--- src/rtl/fir_filter.sv ---
// 32-tap block FIR: captures a 12-bit frame, emits one 29-bit output per clock.
// Define FIR_HISTORY_EN to stream previous-frame samples in place of zero history.
module fir_filter #(
   parameter logic [383:0] COEF = {32{12'sd64}}
) (
   input  logic               clk,
   input  logic               reset,
   input  logic signed [11:0] A0,
   input  logic signed [11:0] A1,
   input  logic signed [11:0] A2,
   input  logic signed [11:0] A3,
   input  logic signed [11:0] A4,
   input  logic signed [11:0] A5,
   input  logic signed [11:0] A6,
   input  logic signed [11:0] A7,
   input  logic signed [11:0] A8,
   input  logic signed [11:0] A9,
   input  logic signed [11:0] A10,
   input  logic signed [11:0] A11,
   input  logic signed [11:0] A12,
   input  logic signed [11:0] A13,
   input  logic signed [11:0] A14,
   input  logic signed [11:0] A15,
   input  logic signed [11:0] A16,
   input  logic signed [11:0] A17,
   input  logic signed [11:0] A18,
   input  logic signed [11:0] A19,
   input  logic signed [11:0] A20,
   input  logic signed [11:0] A21,
   input  logic signed [11:0] A22,
   input  logic signed [11:0] A23,
   input  logic signed [11:0] A24,
   input  logic signed [11:0] A25,
   input  logic signed [11:0] A26,
   input  logic signed [11:0] A27,
   input  logic signed [11:0] A28,
   input  logic signed [11:0] A29,
   input  logic signed [11:0] A30,
   input  logic signed [11:0] A31,
   output logic signed [28:0] B0,
   output logic signed [28:0] B1,
   output logic signed [28:0] B2,
   output logic signed [28:0] B3,
   output logic signed [28:0] B4,
   output logic signed [28:0] B5,
   output logic signed [28:0] B6,
   output logic signed [28:0] B7,
   output logic signed [28:0] B8,
   output logic signed [28:0] B9,
   output logic signed [28:0] B10,
   output logic signed [28:0] B11,
   output logic signed [28:0] B12,
   output logic signed [28:0] B13,
   output logic signed [28:0] B14,
   output logic signed [28:0] B15,
   output logic signed [28:0] B16,
   output logic signed [28:0] B17,
   output logic signed [28:0] B18,
   output logic signed [28:0] B19,
   output logic signed [28:0] B20,
   output logic signed [28:0] B21,
   output logic signed [28:0] B22,
   output logic signed [28:0] B23,
   output logic signed [28:0] B24,
   output logic signed [28:0] B25,
   output logic signed [28:0] B26,
   output logic signed [28:0] B27,
   output logic signed [28:0] B28,
   output logic signed [28:0] B29,
   output logic signed [28:0] B30,
   output logic signed [28:0] B31,
   output logic               done
);

   typedef enum logic {CAPTURE, COMPUTE} state_t;

   state_t state_q, state_d;
   logic [4:0] idx_q, idx_d;
   logic done_d;

   logic [383:0] a_flat;
   logic signed [11:0] x_q [32];
   logic signed [11:0] h [32];
   logic signed [11:0] ext [64];
   logic signed [28:0] b_q [32];
   logic signed [28:0] acc;
   logic signed [23:0] prod;
   logic [5:0] sel;

`ifdef FIR_HISTORY_EN
   logic signed [11:0] hx_q [32];
`endif

   assign a_flat = {A31, A30, A29, A28, A27, A26, A25, A24,
                    A23, A22, A21, A20, A19, A18, A17, A16,
                    A15, A14, A13, A12, A11, A10, A9, A8,
                    A7, A6, A5, A4, A3, A2, A1, A0};

   always_ff @(posedge clk) begin
      if (reset) begin
         state_q <= CAPTURE;
         idx_q   <= '0;
         done    <= 1'b0;
      end else begin
         state_q <= state_d;
         idx_q   <= idx_d;
         done    <= done_d;
      end
   end

   always_comb begin
      state_d = state_q;
      idx_d   = idx_q;
      done_d  = 1'b0;
      unique case (state_q)
         CAPTURE: begin
            state_d = COMPUTE;
            idx_d   = '0;
         end
         COMPUTE: begin
            idx_d = idx_q + 5'd1;
            if (idx_q == 5'd31) begin
               state_d = CAPTURE;
               idx_d   = '0;
               done_d  = 1'b1;
            end
         end
         default: state_d = CAPTURE;
      endcase
   end

   // ext[32+m] holds x[m]; ext[1..31] hold samples with m < 0
   always_comb begin
      for (int i = 0; i < 32; i++) begin
         h[i] = COEF[12*i +: 12];
`ifdef FIR_HISTORY_EN
         ext[i] = hx_q[i];
`else
         ext[i] = '0;
`endif
         ext[i+32] = x_q[i];
      end
   end

   always_comb begin
      acc  = '0;
      prod = '0;
      sel  = '0;
      for (int k = 0; k < 32; k++) begin
         sel  = 6'(idx_q) + 6'd32 - 6'(k);
         prod = 24'(h[k]) * 24'(ext[sel]);
         acc  = acc + 29'(prod);
      end
   end

   always_ff @(posedge clk) begin
      if (reset) begin
         x_q <= '{default: '0};
         b_q <= '{default: '0};
`ifdef FIR_HISTORY_EN
         hx_q <= '{default: '0};
`endif
      end else if (state_q == CAPTURE) begin
         for (int i = 0; i < 32; i++)
            x_q[i] <= a_flat[12*i +: 12];
`ifdef FIR_HISTORY_EN
         hx_q <= x_q;
`endif
      end else begin
         b_q[idx_q] <= acc;
      end
   end

   assign B0  = b_q[0];
   assign B1  = b_q[1];
   assign B2  = b_q[2];
   assign B3  = b_q[3];
   assign B4  = b_q[4];
   assign B5  = b_q[5];
   assign B6  = b_q[6];
   assign B7  = b_q[7];
   assign B8  = b_q[8];
   assign B9  = b_q[9];
   assign B10 = b_q[10];
   assign B11 = b_q[11];
   assign B12 = b_q[12];
   assign B13 = b_q[13];
   assign B14 = b_q[14];
   assign B15 = b_q[15];
   assign B16 = b_q[16];
   assign B17 = b_q[17];
   assign B18 = b_q[18];
   assign B19 = b_q[19];
   assign B20 = b_q[20];
   assign B21 = b_q[21];
   assign B22 = b_q[22];
   assign B23 = b_q[23];
   assign B24 = b_q[24];
   assign B25 = b_q[25];
   assign B26 = b_q[26];
   assign B27 = b_q[27];
   assign B28 = b_q[28];
   assign B29 = b_q[29];
   assign B30 = b_q[30];
   assign B31 = b_q[31];

endmodule

--- config.mk ---
export PLATFORM = sky130hd
export DESIGN_NAME = fir_filter
export DESIGN_NICKNAME = d
export VERILOG_FILES = /design/src/rtl/fir_filter.sv
export SDC_FILE = /design/constraint.sdc
export NUM_CORES = 2
export LEC_CHECK = 0
export BUFFER_PORTS_ARGS = -buffer_cell sky130_fd_sc_hd__buf_2
export CORE_AREA = 2 2 514 516
export CTS_CLUSTER_SIZE = 24
export DETAILED_ROUTE_END_ITERATION = 10
export DIE_AREA = 0 0 516 518
export GPL_TIMING_DRIVEN = 0
export SLEW_MARGIN = 0
export SYNTH_ARGS = -nofsm -noshare
export SYNTH_HDL_FRONTEND = slang
export SYNTH_SLANG_ARGS = --single-unit
--- constraint.sdc ---
create_clock -name clk -period 14.6 [get_ports clk]
set_clock_uncertainty 0.2 [all_clocks]
set_input_delay 0 -clock clk [delete_from_list [all_inputs] [get_ports clk]]
set_output_delay 0 -clock clk [all_outputs]
set_load 0.05 [all_outputs]
==> metrics.md <==
| Metric | Value |
|---|---|
| Status | `finished with violations` |
| Failing checks | `DRC, capacitance limit, slew limit, setup timing` |
| Crit-path slowest cell | `o2111ai_1` |
| Die Wd | `516 µm` |
| Max FFs per register | `approximately 380` |
| Slew @ Worst Pin | `1.64 ns` |
| Cells after synthesis | `between 8000 and 9000` |
| Worst Hold Margin | `0.251 ns` |
| Fin nets | `11100` |
| Critical-path maximum fanout | `10` |
| Endpoint class of the critical path | `flip-flop` |
| Power Density | `94.0 nW/µm²` |
| Top-count cell post-synth | `nand2_1` |
| Yosys cell types | `67` |
| Async set-or-reset flop fraction in the synthesized netlist | `0` |
| Total die area | `267000 µm²` |
| DRT antenna net count | `0` |
| IO Pins | `1315` |
| Worst path max stage delay | `0.77 ns` |
| Max_slew headroom | `-0.0917` |
| Final setup fails | `73` |
| DR vias/cell | `5.83` |
| Global-route wire length before repair | `730 mm` |
| Total power | `0.00912 W` |
| Clock transition at path regs | `0.07 ns` |
| H-tree levels | `3` |
| Setup WS post-layout | `-0.321 ns` |
| WP data arrival | `15.53 ns` |
| 1st-pass router iterations | `11` |
| RR Startpoint | `idx_q[0]` |
| CP Class | `reg2reg` |
| TritonCTS buffer count | `121` |
| Share of cells above drive strength 1 | `0.224` |
| Die height | `518 µm` |
| Fmax | `0.0670 GHz` |
| CP startpoint kind | `flip-flop` |
| Worst hold start | `B8[15]` |
| Critical path's most frequent cell | `fa_1` |
| Setup crit start | `idx_q[0]` |
| Seq/Total Area, Yosys | `0.309` |
| GRT overflow | `0` |
| Peak supply drop | `0.000140 V` |
| Placed insts | `12900` |
| Top cells by count, synth | `nand2_1, dfxtp_1, nor2_1` |
| Core box area | `~260000 µm²` |
| Syn Area/Cell | `9.06 µm²` |
| Non-filler cells, final | `14000` |
| Fin. max-slew vios | `53` |
| Routability cong. | `1.15` |
| Clock latency on the worst-skew pair | `approximately 0.89 ns` |
| Layout area overhead | `32.7%` |
| DRT Wirelength | `570 mm` |
| # clock sinks | `between 1000 and 1500` |
| Dominant cells by area after synthesis | `dfxtp_1, mux4_2, fa_1, mux2i_1, nand2_1` |
| GRT Resource Usage Total | `0.410` |
| Synth top area share | `0.309` |
| WL/cell | `40.7 µm` |
| Final min period | `between 10 and 15 ns` |
| Flip-flop and latch count after synthesis | `roughly 1100` |
| Via Count | `81500` |
| Initial antenna violation count | `99` |
| Synth area leader | `dfxtp_1` |
| Hpwl dp | `approximately 460 mm` |
| Initial DRC count | `12700` |
| CTS tree | `built` |
| Clock Tree Buf Depth | `3` |
| Post-synth top flop | `dfxtp_1` |
| Synth Warn # | `0` |
| Period utilisation layout | `1.02` |
| Static Leakage | `41.2 nW` |
| Max-Cap Viols | `10` |
| Initial Utilization | `0.279` |
| Final Hold Viols | `0` |
| Hold/Removal Path Class | `reg2reg` |
| IO Port Bufs | `1122` |
| Remaining DRCs | `1` |
| CTS root buf | `clkbuf_16` |
| Largest net degree at the start of global routing | `25` |
| Critical path required time | `around 15 ns` |
| Vias in the first global route | `~76000` |
| Synthesized area | `73100 µm²` |
| Post-synth EDFFs | `0` |
| Row cnt | `around 190` |
## power breakdown
| group | internal (W) | total, W | switching, W |
|---|---|---|---|
| sequential | 0.00315 | 0.00328 | 0.000133 |
| clock | 0.00190 | 0.00341 | 0.00151 |
| combinational | 0.000714 | 0.00243 | 0.00172 |
## metrics by stage
| stage | cell area, µm² | setup slack, ns | setup TNS [ns] | utilization |
|---|---|---|---|---|
| after detailed placement | 84500 | -1.18 | -190.67 | 0.323 |
| after global placement | 83800 | -3.12 | -1020.84 | 0.320 |
| after CTS | 96600 | 0.00196 | 0 | 0.369 |
| after floorplan | 73800 | 5.06 | 0 | - |
| final | 97000 | -0.321 | -7.68 | 0.371 |
| after global routing | 96900 | -0.0327 | -0.0386 | 0.370 |
## cell usage in the layout (no fill, tap or decap), drive strengths merged, types with 143 or more instances in the layout
master,instances
mux2,143
o22ai,156
nand3,244
inv,384
nor2,674
a21oi,521
mux2i,586
dfxtp,1127
o21ai,511
mux4,384
dlygate4sd3,769
nand2,1325
fa,385
buf,1556
clkbuf,665
conb,192
## worst paths after layout
path	end	slack [ns]	cells after the start
worst max register to register	B17[26]	-0.32	36
worst min-delay path	B8[15]	0.25	2
worst min register to register	B8[15]	0.25	2
worst max-delay path	B17[26]	-0.32	36
## critical path: cells and delay by family, from the launching register on
family / cells / cell delay, ns
buffers and inverters: 15 / 4.54
flip-flops: 1 / 0.39
adder cells (fa/ha/maj): 11 / 5.24
AO/OA/AOI/OAI: 6 / 2.74
multiplexers: 2 / 1.16
AND/OR/NAND/NOR: 2 / 0.43
## per-layer routing
layer  wire length [µm]  part of all wire  GRT usage  vias up
met5               1510            0.0027     0.0339        -
met4              47500             0.083      0.275       48
met3              73600              0.13      0.162     1719
met2             232000              0.41      0.588     6731
met1             214000              0.38      0.500    40700
li1                   -                 -          -    32400
## final cells by class
class / instances / area (µm²)
fillers: 26400 / 165000
multi-input cells: 5849 / 45800
flip-flops and latches: 1127 / 22600
repair buffers: 1932 / 13800
plain buffers: 899 / 4470
well taps: 3515 / 4400
clock buffers: 165 / 3440
inverters: 382 / 1430
clock inverters: 61 / 866
diodes: 66 / 165
## cells by family after synthesis
family / after synthesis / share of synthesized area
AO/OA/AOI/OAI: 1594 / 0.132
multiplexers: 1113 / 0.221
other: 1 / 0.0000513
flip-flops: 1127 / 0.309
adder cells (fa/ha/maj): 446 / 0.116
buffers and inverters: 1281 / 0.0796
XOR/XNOR: 43 / 0.00546
AND/OR/NAND/NOR: 2461 / 0.138
## what timing repair did
action | 4_1_cts | 5_1_grt
hold buffers | 769 | 0
setup endpoints to repair | 411 | 436
pin swaps | 1 | 1
endpoints found under the hold margin | 401 | 0
setup buffers | 5 | 1
gates resized for setup | 29 | 32
Note: power is estimated with default switching activity, not from simulation.
